## src/rtl/pub_domain_arb_pkg.sv

```systemverilog
// pub_domain_arb_pkg: shared widths, address type and channel FSM states for the public-domain arbiter
package pub_domain_arb_pkg;
    localparam int ADDR_W = 32;
    localparam int PDA_WIDTH_LEN = 8;
    typedef logic [ADDR_W-1:0] address_d_t;
    typedef logic [PDA_WIDTH_LEN-1:0] pda_len_t;
    typedef enum logic [1:0] {IDLE, WAIT_RDY, XFER, DONE} pda_state_t;
    function automatic logic [1:0] onehot(input logic no);
        return no ? 2'b10 : 2'b01;
    endfunction
endpackage

```

## src/rtl/pub_domain_arb_if.sv

```systemverilog
// pub_domain_arb_if: one arbitration channel between two requestors and the public-domain manager
interface pub_domain_arb_if import pub_domain_arb_pkg::*; #(
    parameter int WIDTH_LEN = PDA_WIDTH_LEN
);
    logic [1:0] req;
    address_d_t [1:0] base;
    logic [1:0][WIDTH_LEN-1:0] len;
    logic ready1;
    logic ready2;
    logic beat;
    logic grant1;
    logic grant2;
    logic grant_vld;
    logic grant_no;
    address_d_t grant_base;
    logic xfer_end;
    logic [1:0] ack;
    logic [1:0] err;
    modport master (
        output req, base, len, ready1, ready2, beat,
        input grant1, grant2, grant_vld, grant_no, grant_base, xfer_end, ack, err
    );
    modport slave (
        input req, base, len, ready1, ready2, beat,
        output grant1, grant2, grant_vld, grant_no, grant_base, xfer_end, ack, err
    );
endinterface

```

## src/rtl/pub_domain_arb_ch.sv

```systemverilog
// pub_domain_arb_ch: round-robin arbiter, transfer FSM, beat counter and ready timeout for one channel
module pub_domain_arb_ch import pub_domain_arb_pkg::*; #(
    parameter int WIDTH_LEN = PDA_WIDTH_LEN,
    parameter int TIMEOUT = 256,
    parameter int WIDTH_TO = $clog2(TIMEOUT) + 1
) (
    input logic clock,
    input logic reset,
    pub_domain_arb_if.slave ch
);
    pda_state_t state, state_nx;
    logic no, last, rdy, win, timeout;
    address_d_t base_q;
    logic [WIDTH_LEN-1:0] len_q, cnt;
    logic [WIDTH_TO-1:0] to_cnt;
    logic [1:0] err_q;
    // ties go to whichever requestor was not served last
    assign win = (ch.req == 2'b11) ? ~last : ch.req[1];
    assign rdy = no ? ch.ready2 : ch.ready1;
    assign timeout = !rdy && to_cnt == WIDTH_TO'(TIMEOUT - 1);
    always_comb begin
        state_nx = state;
        case (state)
            IDLE:     state_nx = |ch.req ? WAIT_RDY : IDLE;
            WAIT_RDY: state_nx = rdy ? (len_q == '0 ? DONE : XFER) : (timeout ? IDLE : WAIT_RDY);
            XFER:     state_nx = (ch.beat && cnt == WIDTH_LEN'(1)) ? DONE : XFER;
            default:  state_nx = IDLE;
        endcase
    end
    always_ff @(posedge clock or negedge reset) begin
        if (!reset) begin
            state  <= IDLE;
            no     <= 1'b0;
            last   <= 1'b1;
            base_q <= '0;
            len_q  <= '0;
            cnt    <= '0;
            to_cnt <= '0;
            err_q  <= '0;
        end else begin
            state  <= state_nx;
            err_q  <= (state == WAIT_RDY && timeout) ? onehot(no) : 2'b00;
            to_cnt <= (state == WAIT_RDY) ? to_cnt + 1'b1 : '0;
            if (state == IDLE && |ch.req) begin
                no     <= win;
                base_q <= ch.base[win];
                len_q  <= ch.len[win];
            end
            if (state == WAIT_RDY && rdy)
                cnt <= len_q;
            else if (state == XFER && ch.beat)
                cnt <= cnt - 1'b1;
            if (state == DONE || (state == WAIT_RDY && timeout))
                last <= no;
        end
    end
    assign ch.grant_vld  = state != IDLE;
    assign ch.grant1     = ch.grant_vld && !no;
    assign ch.grant2     = ch.grant_vld && no;
    assign ch.grant_no   = ch.grant_vld && no;
    assign ch.grant_base = base_q;
    assign ch.xfer_end   = state == DONE;
    assign ch.ack        = (state == DONE) ? onehot(no) : 2'b00;
    assign ch.err        = err_q;
endmodule

```

## src/rtl/pub_domain_arb.sv

```systemverilog
// pub_domain_arb: independent Store and Load arbitration channels in front of the public-domain manager
module pub_domain_arb import pub_domain_arb_pkg::*; #(
    parameter int WIDTH_LEN = PDA_WIDTH_LEN,
    parameter int TIMEOUT = 256,
    parameter int WIDTH_TO = $clog2(TIMEOUT) + 1
) (
    input logic clock,
    input logic reset,
    pub_domain_arb_if.slave st,
    pub_domain_arb_if.slave ld
);
    pub_domain_arb_ch #(.WIDTH_LEN(WIDTH_LEN), .TIMEOUT(TIMEOUT), .WIDTH_TO(WIDTH_TO)) u_st (
        .clock(clock),
        .reset(reset),
        .ch(st)
    );
    pub_domain_arb_ch #(.WIDTH_LEN(WIDTH_LEN), .TIMEOUT(TIMEOUT), .WIDTH_TO(WIDTH_TO)) u_ld (
        .clock(clock),
        .reset(reset),
        .ch(ld)
    );
endmodule

```

## src/flat_wrapper.sv

```systemverilog
// flat-port wrapper written by rule: the top's interface ports become plain ports
module pub_domain_arb_flat import pub_domain_arb_pkg::*;
#(
    parameter int WIDTH_LEN = PDA_WIDTH_LEN,
    parameter int TIMEOUT = 256,
    parameter int WIDTH_TO = $clog2(TIMEOUT) + 1
)
  (clock, reset, st_req, st_base, st_len, st_ready1, st_ready2, st_beat, st_grant1, st_grant2, st_grant_vld, st_grant_no, st_grant_base, st_xfer_end, st_ack, st_err, ld_req, ld_base, ld_len, ld_ready1, ld_ready2, ld_beat, ld_grant1, ld_grant2, ld_grant_vld, ld_grant_no, ld_grant_base, ld_xfer_end, ld_ack, ld_err);
  pub_domain_arb_if #(.WIDTH_LEN(WIDTH_LEN)) st_i ();
  pub_domain_arb_if #(.WIDTH_LEN(WIDTH_LEN)) ld_i ();
  input logic clock;
  input logic reset;
  input wire logic [$bits(st_i.req)-1:0] st_req;
  input wire logic [$bits(st_i.base)-1:0] st_base;
  input wire logic [$bits(st_i.len)-1:0] st_len;
  input wire logic [$bits(st_i.ready1)-1:0] st_ready1;
  input wire logic [$bits(st_i.ready2)-1:0] st_ready2;
  input wire logic [$bits(st_i.beat)-1:0] st_beat;
  output wire logic [$bits(st_i.grant1)-1:0] st_grant1;
  output wire logic [$bits(st_i.grant2)-1:0] st_grant2;
  output wire logic [$bits(st_i.grant_vld)-1:0] st_grant_vld;
  output wire logic [$bits(st_i.grant_no)-1:0] st_grant_no;
  output wire logic [$bits(st_i.grant_base)-1:0] st_grant_base;
  output wire logic [$bits(st_i.xfer_end)-1:0] st_xfer_end;
  output wire logic [$bits(st_i.ack)-1:0] st_ack;
  output wire logic [$bits(st_i.err)-1:0] st_err;
  input wire logic [$bits(ld_i.req)-1:0] ld_req;
  input wire logic [$bits(ld_i.base)-1:0] ld_base;
  input wire logic [$bits(ld_i.len)-1:0] ld_len;
  input wire logic [$bits(ld_i.ready1)-1:0] ld_ready1;
  input wire logic [$bits(ld_i.ready2)-1:0] ld_ready2;
  input wire logic [$bits(ld_i.beat)-1:0] ld_beat;
  output wire logic [$bits(ld_i.grant1)-1:0] ld_grant1;
  output wire logic [$bits(ld_i.grant2)-1:0] ld_grant2;
  output wire logic [$bits(ld_i.grant_vld)-1:0] ld_grant_vld;
  output wire logic [$bits(ld_i.grant_no)-1:0] ld_grant_no;
  output wire logic [$bits(ld_i.grant_base)-1:0] ld_grant_base;
  output wire logic [$bits(ld_i.xfer_end)-1:0] ld_xfer_end;
  output wire logic [$bits(ld_i.ack)-1:0] ld_ack;
  output wire logic [$bits(ld_i.err)-1:0] ld_err;
  assign st_i.req = st_req;
  assign st_i.base = st_base;
  assign st_i.len = st_len;
  assign st_i.ready1 = st_ready1;
  assign st_i.ready2 = st_ready2;
  assign st_i.beat = st_beat;
  assign st_grant1 = st_i.grant1;
  assign st_grant2 = st_i.grant2;
  assign st_grant_vld = st_i.grant_vld;
  assign st_grant_no = st_i.grant_no;
  assign st_grant_base = st_i.grant_base;
  assign st_xfer_end = st_i.xfer_end;
  assign st_ack = st_i.ack;
  assign st_err = st_i.err;
  assign ld_i.req = ld_req;
  assign ld_i.base = ld_base;
  assign ld_i.len = ld_len;
  assign ld_i.ready1 = ld_ready1;
  assign ld_i.ready2 = ld_ready2;
  assign ld_i.beat = ld_beat;
  assign ld_grant1 = ld_i.grant1;
  assign ld_grant2 = ld_i.grant2;
  assign ld_grant_vld = ld_i.grant_vld;
  assign ld_grant_no = ld_i.grant_no;
  assign ld_grant_base = ld_i.grant_base;
  assign ld_xfer_end = ld_i.xfer_end;
  assign ld_ack = ld_i.ack;
  assign ld_err = ld_i.err;
  pub_domain_arb #(.WIDTH_LEN(WIDTH_LEN), .TIMEOUT(TIMEOUT), .WIDTH_TO(WIDTH_TO)) u_core (.clock(clock), .reset(reset), .st(st_i), .ld(ld_i));
endmodule
```

## config.mk

```make
export PLATFORM = sky130hd
export DESIGN_NAME = pub_domain_arb_flat
export DESIGN_NICKNAME = d
export VERILOG_FILES = /design/src/rtl/pub_domain_arb_pkg.sv /design/src/rtl/pub_domain_arb_if.sv /design/src/rtl/pub_domain_arb_ch.sv /design/src/rtl/pub_domain_arb.sv /design/src/flat_wrapper.sv
export SDC_FILE = /design/constraint.sdc
export NUM_CORES = 1
export LEC_CHECK = 0
export BUFFER_PORTS_ARGS = -buffer_cell sky130_fd_sc_hd__buf_4
export CAP_MARGIN = 20
export CORE_MARGIN = 2
export CORE_UTILIZATION = 50
export CTS_BUF_LIST = sky130_fd_sc_hd__clkbuf_4 sky130_fd_sc_hd__clkbuf_8
export CTS_CLUSTER_SIZE = 10
export DETAILED_ROUTE_END_ITERATION = 10
export GPL_TIMING_DRIVEN = 0
export PLACE_DENSITY_LB_ADDON = 0.25
export REMOVE_ABC_BUFFERS = 1
export SLEW_MARGIN = 25
export SYNTH_ARGS = -nofsm -noshare
export SYNTH_HDL_FRONTEND = slang
export SYNTH_HIERARCHICAL = 1
export SYNTH_SLANG_ARGS = --single-unit
export TNS_END_PERCENT = 20
```

## constraint.sdc

```tcl
create_clock -name clock -period 2.04 [get_ports clock]
set_input_delay 0.102 -clock clock [delete_from_list [all_inputs] [get_ports clock]]
set_output_delay 0.102 -clock clock [all_outputs]
set_load 0.02 [all_outputs]
```

==> results of run 1 <==
==> Yosys cell counts, drive strengths merged, types with 3 or more instances <==
cell | number | share of area (%)
a21oi | 93 | 7.6
mux2i | 83 | 14
nand3 | 12 | 0.97
o211ai | 3 | 0.37
nand2b | 3 | 0.30
and3 | 4 | 0.41
nor2 | 114 | 7.0
xnor2 | 3 | 0.43
inv | 13 | 0.79
o21ai | 20 | 1.6
nor2b | 4 | 0.41
and2 | 6 | 0.61
buf | 37 | 3.7
mux2 | 3 | 0.55
nor3 | 7 | 0.57
or3 | 5 | 0.59
nor4 | 8 | 1.1
nand2 | 21 | 1.3
ha | 8 | 1.6
dfrtp | 124 | 50
o21a | 5 | 0.73
xor2 | 8 | 1.1
a221o | 7 | 1.1
==> logic make-up (layout without fill, tap and decap cells) <==
logic type      after synthesis  in the layout  share of synthesized area (%)
buf+inv                      51            468                          4.527
flops                       126            126                          51.20
fa+ha+maj                     8              8                          1.624
simple gates                189            189                          13.91
compound gates              139            139                          12.89
xor+xnor                     11             11                          1.563
mux                          86             86                          14.29
==> path summary, 6_finish.rpt <==
path / cells after the start / slack [ns] / endpoint
worst max-delay path: 5 / -0.002 / u_core/u_ld/ch.grant_base[10]$_DFFE_PN0P_
worst min-delay path: 3 / 0.02 / u_core/u_st/ch.grant_base[4]$_DFFE_PN0P_
worst max register to register: 5 / -0.002 / u_core/u_ld/ch.grant_base[10]$_DFFE_PN0P_
worst min register to register: 1 / 0.47 / u_core/u_st/to_cnt[0]$_DFF_PN0_
max in group asynchronous: 3 / 1.20 / u_core/u_ld/ch.grant_base[2]$_DFFE_PN0P_
min in group asynchronous: 2 / 0.18 / u_core/u_st/cnt[6]$_DFFE_PN0P_
==> routing by layer <==
metal | GRT usage (%) | vias to the layer above | part of all wire, %
met5 | 0 | - | 0
met4 | 24.26 | 0 | 6.0
met3 | 11.02 | 132 | 7.9
met2 | 66.86 | 460 | 50
met1 | 44.69 | 3247 | 36
li1 | - | 2934 | -
==> critical path, cell delays in order, from the launching register on <==
cell and delay (ns):
dfstp_2 0.39, a21boi_4 0.28, buf_16 0.22, mux2i_2 0.29
dlygate4sd3_1 0.62, a21oi_1 0.10
==> report_power, final <==
group / internal (mW) / switching, mW / leakage (nW)
combinational: 2.74 / 3.86 / 3.15
sequential: 3.58 / 1.02 / 1.48
clock: 1.33 / 1.05 / 0.213
==> sequential cells by signal, indices dropped and copies added (netlist names) <==
name                       count
u_core/u_st/ch.grant_base     32
u_core/u_ld/cnt                8
u_core/u_ld/to_cnt             9
u_core/u_st/no                 1
u_core/u_st/ch.err             2
u_core/u_st/cnt                8
u_core/u_st/to_cnt             9
u_core/u_ld/ch.grant_base     32
u_core/u_st/len_q              8
u_core/u_ld/no                 1
u_core/u_ld/ch.err             2
u_core/u_ld/len_q              8
u_core/u_ld/state              2
u_core/u_st/state              2
u_core/u_ld/last               1
u_core/u_st/last               1
==> area by class of cell <==
| cell class | count | area (um^2) |
|---|---|---|
| clock buffer | 21 | 289.0 |
| clock inverter | 11 | 137.6 |
| fill | 536 | 1713 |
| inverter | 13 | 48.80 |
| multi-input combinational | 433 | 2775 |
| sequential | 126 | 3156 |
| tap | 147 | 183.9 |
| timing repair buffer | 423 | 3709 |
==> what timing repair did <==
action	4_1_cts	5_1_grt
hold endpoints to repair	141	0
buffers inserted	0	4
endpoints found under the setup margin	0	17
resized for setup	0	3
hold buffers	159	0
==> metrics.yaml, run 1 <==
outcome: "complete, but fails checks"
violations: "setup timing"
dieWidth_um: 115.0
grt_max_degree: 69
overflow: 0
dieHeight_um: 115.0
worst_setup_path_start_kind: "flop"
cp-end-kind: "flop"
final_cells: 1174
dieArea_mm2: 0.01323
yosysWarningCount: 6
cp.arrival_ns: 2.36
async_reset_ff_share_pct: 100.0
synthCells: 610
syn-cell-area_mm2: 0.006163
powerDensity_mw_per_mm2: 1318
fin_ws_ns: -0.001623
tns_ns: -0.001623
grt_pass1_wl_um: 39490
clk_pin_slew_ns: 0.08
grt_use_total_pct: 39.63
dp_hpwl_um: 12710
fp-row-count: 40
fin_crit_sh_pct: 100.1
clockBufferDepth: 2
antenna_found_initial: 0
cts_tree: "yes"
reg2reg_from: "u_core/u_ld/last$_DFFE_PN1P_"
irDropWorstVdd_uv: 693.3
cts_buffers: 17
synth_seq_cells: 126
antenna_cells: 0
syn_to_final_growth_pct: 67.09
synth_ff_type: "dfrtp_1"
drtAntennaViolNets: 0
worst-endpoint-required_ns: 2.36
drt-initial-drc-count: 609
hold_ws_ns: 0.01672
fp.coreArea_mm2: 0.01201
fmax_ghz: 0.4898
cp_max_fo: 17
drv_cap: 0
rsz0062_at_grt: "true"
tightest_slew_ns: 0.5968
htree_levels: 4
critPathKind: "flop to flop"
routed_wl_um: 25420
via_per_inst: 5.769
io_buffers: 253
timing.final.crit_period_ns: 2.042
layout-drive-gt1-share_pct: 30.77
wl_per_cell_um: 21.66
design_area_mm2: 0.01030
root_buffer: "clkbuf_8"
avgSynthCellArea_um2: 10.10
min-delay-start: "st_base[36]"
final_max_slew_viol_count: 0
finalSetupViolCount: 1
cts_num_sinks: 126
dr.pass1.iters: 6
fin_nets: 1194
most-common-layout-cells: "buf_4, dlygate4sd3_1, dfrtp_1, nor2_1, a21oi_1"
synth_cell_types: 44
ys_seq_area_share_pct: 51.20
insertion_delay_ns: 0.45
gp_congestion: 0.8559
synth_edf_count: 0
dp.cells: 979
finalHoldViolCount: 0
placed_cell_area_mm2: 0.008239
cp-startpoint: "u_core/u_ld/last$_DFFE_PN1P_"
grt_pass1_vias: 7330
hold_path.class: "input pin to flop"
fin_skew_ns: 0.01138
fin_util_pct: 85.74
initial_utilization_pct: 51.31
vias: 6773
total_leakage_power_nw: 4.840
layout_commonest_cell: "buf_4"
drc: 0
num_io_pins: 254
slew_headroom_pct: 60.11
fin_total_pwr_mw: 13.58
pre_cts_ws_ns: 0.1146
Power figures use the tool's default switching activity.
==> run 2, diff against run 1 <==
Settings changed: ABC_CLOCK_PERIOD_IN_PS set to 1700, CORE_UTILIZATION 50 to 45.
Clock period 2.04 ns to 1.7 ns, I/O delays scaled along.
==> metrics.yaml, run 2 (synthesis results as in run 1) <==
gp_congestion: 0.9038  # +5.6%
vias: 6670  # -1.5%
worst-endpoint-required_ns: 2.04  # -0.32 ns
fin_crit_sh_pct: 102.0  # +2.0 points
slowest_stage: "dfrtp_1"
cp_num_buf_inv: 0  # -2
layout-drive-gt1-share_pct: 31.69  # +0.92 points
layout_commonest_cell: "buf_4"
dp_hpwl_um: 12770  # +0.43%
cp_max_fo: 13  # -4
grt_use_total_pct: 31.79  # -7.8 points
pre_cts_ws_ns: -0.2248  # -0.3394 ns
final_max_slew_viol_count: 0  # unchanged
drt-initial-drc-count: 650  # +6.7%
grt_pass1_vias: 7007  # -4.4%
fin_util_pct: 78.66  # -7.1 points
htree_levels: 4  # unchanged
hold_path.class: "input pin to flop"
root_buffer: "clkbuf_8"
design_area_mm2: 0.01046  # +1.5%
powerDensity_mw_per_mm2: 1521  # +15%
insertion_delay_ns: 0.45  # about the same
dieHeight_um: 121.0  # +5.2%
cp.arrival_ns: 2.07  # -0.29 ns
total_leakage_power_nw: 4.893  # +1.1%
cts_num_sinks: 126  # unchanged
drtAntennaViolNets: 0  # unchanged
critPathKind: "flop to flop"
cts_tree: "yes"
final_cells: 1216  # +3.6%
n_fill_cell: 715  # +33%
fmax_ghz: 0.5765  # +18%
dieArea_mm2: 0.01465  # +11%
cp-end-kind: "flop"
via_per_inst: 5.485  # -4.9%
dp.cells: 1008  # +3.0%
hold_ws_ns: 0.02385  # +0.007127 ns
fin_ws_ns: -0.03471  # -0.03308 ns
dr.pass1.iters: 5  # -1
tightest_slew_ns: 0.4386  # -0.1582 ns
antenna_found_initial: 4  # +4
fp-row-count: 42  # +5.0%
placed_cell_area_mm2: 0.008290  # +0.62%
clk_pin_slew_ns: 0.08  # about the same
tns_ns: -0.03471  # -0.03308 ns
most-common-layout-cells: "buf_4, dlygate4sd3_1, dfrtp_1, nor2_1, a21oi_1"
drv_cap: 0  # unchanged
initial_utilization_pct: 46.36  # -5.0 points
fin_skew_ns: 0.01161  # +0.0002378 ns
drc: 0  # unchanged
grt_pass1_wl_um: 35440  # -10%
worst_setup_path_start_kind: "flop"
syn_to_final_growth_pct: 69.67
cts_buffers: 17  # unchanged
dieWidth_um: 121.0  # +5.2%
overflow: 0  # unchanged
critical_path.top_delay_family: "simple AND/OR/NAND/NOR gates"
slew_headroom_pct: 70.67  # +11 points
seqCellArea_mm2: 0.003156  # unchanged
io_buffers: 253  # unchanged
irDropWorstVdd_uv: 819.2  # +18%
violations: "setup timing"
timing.final.crit_period_ns: 1.735  # -0.3069 ns
rsz0062_at_grt: "true"
slowest_delay_ns: 0.49  # -0.13 ns
outcome: "complete, but fails checks"
clockBufferDepth: 2  # unchanged
multi_input_area_mm2: 0.002815  # +1.4%
finalHoldViolCount: 0  # unchanged
fin_total_pwr_mw: 15.91  # +17%
fin_nets: 1203  # +0.75%
finalSetupViolCount: 1  # unchanged
path_cells: "nand2b_2, nor2_4, o21ai_0, a221o_1"
wl_per_cell_um: 19.62  # -9.4%
fp.coreArea_mm2: 0.01330  # +11%
num_io_pins: 254  # unchanged
routed_wl_um: 23860  # -6.2%
grt_max_degree: 77  # +12%
==> run 2: final timing paths <==
| kind | start | endpoint | slack (ns) | cells past startpoint |
|---|---|---|---|---|
| max | u_core/u_st/state[1]$_DFF_PN0_ | u_core/u_st/cnt[5]$_DFFE_PN0P_ | -0.03 | 4 |
| min | ld_base[45] | u_core/u_ld/ch.grant_base[13]$_DFFE_PN0P_ | 0.02 | 3 |
| max reg2reg | u_core/u_st/state[1]$_DFF_PN0_ | u_core/u_st/cnt[5]$_DFFE_PN0P_ | -0.03 | 4 |
| min reg2reg | u_core/u_ld/to_cnt[0]$_DFF_PN0_ | u_core/u_ld/to_cnt[0]$_DFF_PN0_ | 0.47 | 1 |
| max in group asynchronous | reset | u_core/u_ld/last$_DFFE_PN1P_ | 0.81 | 3 |
| min in group asynchronous | reset | u_core/u_st/cnt[5]$_DFFE_PN0P_ | 0.17 | 2 |
==> run 2: tightest hold or removal path, cell delays in order <==
cell and delay, ns:
buf_4 0.08, mux2i_1 0.10, a21oi_1 0.16
==> run 2: power breakdown <==
part / switching (mW) / internal (mW) / leakage [nW] / total (mW)
logic: 4.56 / 3.51 / 3.23 / 8.07
clock network: 1.16 / 1.19 / 0.188 / 2.35
registers: 1.19 / 4.29 / 1.48 / 5.48
total: 6.91 / 8.99 / 4.89 / 15.9
==> run 2: cell type report <==
class | instances | share of cell area (%)
antenna | 5 | 0.1196
clock buffer | 24 | 2.979
clock inverter | 7 | 0.3589
inverter | 13 | 0.4666
multi-input combinational | 433 | 26.92
sequential | 126 | 30.17
tap | 176 | 2.106
timing repair buffer | 432 | 36.87
==> run 2: per-layer routing <==
metal / track usage (%) / vias to the layer above / share of wire [%]
met5: 0 / - / 0
met4: 18.10 / 0 / 5.4
met3: 8.083 / 115 / 7.7
met2: 54.81 / 413 / 51
met1: 35.61 / 3194 / 36
li1: - / 2948 / -
==> run 2: what timing repair did <==
| action | CTS | global route |
|---|---|---|
| gates resized for setup | 4 | 9 |
| endpoints found under the hold margin | 207 | 0 |
| buffers inserted | 2 | 6 |
| pin swaps | 3 | 0 |
| hold buffers | 162 | 0 |
| gates cloned | 0 | 2 |
| endpoints found under the setup margin | 28 | 71 |
==> run 3, diff against run 2 <==
Settings changed: ABC_CLOCK_PERIOD_IN_PS 1700 to 1500, CORE_UTILIZATION 45 to 44, CTS_BUF_LIST sky130_fd_sc_hd__clkbuf_4 sky130_fd_sc_hd__clkbuf_8 to sky130_fd_sc_hd__clkbuf_8 sky130_fd_sc_hd__clkbuf_16.
Clock period 1.7 ns to 1.5 ns, I/O delays scaled along.
==> metrics.yaml, run 3 (synthesis results as in run 1) <==
dr_wl_met3_um: 1932  # +5.3%
rsz0062_at_grt: "true"
drc: 0  # unchanged
fin_nets: 1221  # +1.5%
fp.coreArea_mm2: 0.01377  # +3.6%
path_cells: "nor2b_1, a21oi_2, o21ai_0, nand2_1"
clockBufferDepth: 2  # unchanged
gp_congestion: 0.8164  # -9.7%
most-common-layout-cells: "buf_4, dlygate4sd3_1, dfrtp_1, nor2_1, a21oi_1"
dp.cells: 1012  # +0.40%
cp_max_fo: 8  # -5
reg2reg_from: "u_core/u_st/state[0]$_DFF_PN0_"
power_frac_comb_pct: 48.5  # -2.2 points
cts_num_sinks: 126  # unchanged
clockPowerShare_pct: 20.3  # +5.5 points
critical_path.top_delay_family: "compound AO/OA/AOI/OAI gates"
total_leakage_power_nw: 5.109  # +4.4%
fmax_ghz: 0.6329  # +9.8%
cts_tree: "yes"
min-delay-start: "st_base[48]"
netSwitchingPower_mw: 8.186  # +18%
finalSetupViolCount: 9  # +8
grt_pass1_wl_um: 35620  # +0.51%
min_to: "u_core/u_st/ch.grant_base[16]$_DFFE_PN0P_"
fin_crit_sh_pct: 105.3  # +3.3 points
drv_cap: 0  # unchanged
initial_utilization_pct: 44.75  # -1.6 points
htree_levels: 4  # unchanged
finalHoldViolCount: 0  # unchanged
hold_path.class: "input pin to flop"
final_max_slew_viol_count: 0  # unchanged
routed_wl_um: 25170  # +5.5%
outcome: "complete, but fails checks"
violations: "setup timing"
overflow: 0  # unchanged
worst_setup_path_start_kind: "flop"
slew_headroom_pct: 69.99  # -0.68 points
timing.final.crit_period_ns: 1.580  # -0.1546 ns
final_cells: 1237  # +1.7%
slowest_delay_ns: 0.47  # -0.02 ns
fin_skew_ns: 0.007708  # -0.003905 ns
irDropWorstVdd_uv: 899.6  # +9.8%
slowest_stage: "dfrtp_2"
drtAntennaViolNets: 0  # unchanged
antenna_found_initial: 3  # -1
whs_path_depth: 3  # unchanged
io_buffers: 253  # unchanged
n_fill_cell: 769  # +7.6%
clk_pin_slew_ns: 0.05  # -0.03 ns
routed.top_layer: "met4"
num_io_pins: 254  # unchanged
worst-endpoint-required_ns: 1.79  # -0.25 ns
r2r_slack_ns: -0.08  # -0.05 ns
wl_per_cell_um: 20.35  # +3.7%
placed_cell_area_mm2: 0.008288  # about the same
critPathKind: "flop to flop"
layout_commonest_cell: "buf_4"
dieArea_mm2: 0.01497  # +2.2%
layout-drive-gt1-share_pct: 36.81  # +5.1 points
p_int_mw: 11.88  # +32%
dieHeight_um: 122.4  # +1.1%
root_buffer: "clkbuf_16"
cp-end-kind: "flop"
vias: 6873  # +3.0%
drt-initial-drc-count: 461  # -29%
routed-wl-met2_um: 12880  # +6.0%
powerDensity_mw_per_mm2: 1831  # +20%
insertion_delay_ns: 0.42  # -0.03 ns
r2r.worst_path.cells: 4  # unchanged
fp-row-count: 43  # +2.4%
design_area_mm2: 0.01096  # +4.8%
grt_max_degree: 71  # -7.8%
tightest_slew_ns: 0.4502  # +0.01156 ns
r2r-end: "u_core/u_st/cnt[3]$_DFFE_PN0P_"
cp_num_buf_inv: 0  # unchanged
switching_share_pct: 40.79  # -2.7 points
syn_to_final_growth_pct: 77.85
wl_met1_um: 8930  # +4.2%
dr.pass1.iters: 5  # unchanged
via_per_inst: 5.556  # +1.3%
cts_buffers: 17  # unchanged
dieWidth_um: 122.4  # +1.1%
fin_ws_ns: -0.08010  # -0.04539 ns
dp_hpwl_um: 11980  # -6.2%
grt_pass1_vias: 7048  # +0.59%
cp.arrival_ns: 1.87  # -0.20 ns
p_seq_share_pct: 31.2  # -3.3 points
grt_use_total_pct: 31.25  # -0.54 points
hold_ws_ns: 0.005112  # -0.01873 ns
run 3: worst max-delay path by stage:
| stage | slack (ns) | cells past startpoint | start | endpoint |
|---|---|---|---|---|
| after detailed placement | -0.46 | 4 | u_core/u_st/state[1]$_DFF_PN0_ | u_core/u_st/cnt[5]$_DFFE_PN0P_ |
| after CTS | -0.05 | 3 | u_core/u_st/state[0]$_DFF_PN0_ | u_core/u_st/cnt[5]$_DFFE_PN0P_ |
| after global routing | -0.09 | 5 | u_core/u_ld/last$_DFFE_PN1P_ | u_core/u_ld/ch.grant_base[20]$_DFFE_PN0P_ |
| final | -0.08 | 4 | u_core/u_st/state[0]$_DFF_PN0_ | u_core/u_st/cnt[3]$_DFFE_PN0P_ |
| after floorplan | -3.78 | 3 | u_core/u_ld/last$_DFFE_PN1P_ | u_core/u_ld/ch.grant_base[0]$_DFFE_PN0P_ |
| after global placement | -4.98 | 3 | u_core/u_ld/last$_DFFE_PN1P_ | u_core/u_ld/ch.grant_base[21]$_DFFE_PN0P_ |
run 3: worst register-to-register path, stage by stage, from the launching register on:
cell and delay [ns]:
dfrtp_2 0.47, nor2b_1 0.35, a21oi_2 0.17, o21ai_0 0.35, nand2_1 0.11
run 3: cell type report:
| class | instances | area (um^2) | area share (%) |
|---|---|---|---|
| clock buffer | 22 | 494.2 | 4.509 |
| clock inverter | 10 | 95.09 | 0.8675 |
| timing repair buffer | 449 | 3970 | 36.22 |
| tap | 180 | 225.2 | 2.055 |
| antenna | 3 | 7.507 | 0.06849 |
| multi-input combinational | 434 | 2957 | 26.97 |
| inverter | 13 | 48.80 | 0.4452 |
| sequential | 126 | 3164 | 28.87 |
run 3: power by group through the flow:
stage / sequential, mW / clock [mW] / combinational, mW
global route: 6.42 / 4.26 / 10.3
finish: 6.26 / 4.08 / 9.73
global placement: 5.94 / 0 / 7.36
detailed placement: 6.03 / 0 / 7.73
floorplan: 6.85 / 0 / 3.65
CTS: 6.07 / 4.09 / 8.47
run 3: metrics by stage:
| stage | power [mW] | util, % | worst slack, ns | setup TNS, ns |
|---|---|---|---|---|
| floorplan | 10.50 | - | -3.776 | -311.40 |
| global placement | 13.30 | 58.50 | -4.981 | -392.24 |
| detailed placement | 13.76 | 60.17 | -0.4637 | -10.23 |
| CTS | 18.63 | 76.65 | -0.04852 | -0.09412 |
| global route | 20.95 | 79.59 | -0.09140 | -1.044 |
| finish | 20.07 | 79.59 | -0.08010 | -0.2466 |
run 3: metal layers:
metal  track usage (%)  up-vias
li1                  -     2991
met2             53.19      420
met4             19.25        0
met5                 0        -
met1             34.89     3349
met3             8.225      113
run 3: timing repair:
action | 4_1_cts | 5_1_grt
resized for setup | 26 | 33
setup endpoints to repair | 91 | 68
endpoints found under the hold margin | 130 | 0
hold buffers | 147 | 0
pin swaps | 4 | 11
buffers inserted | 12 | 26
cloned | 2 | 3
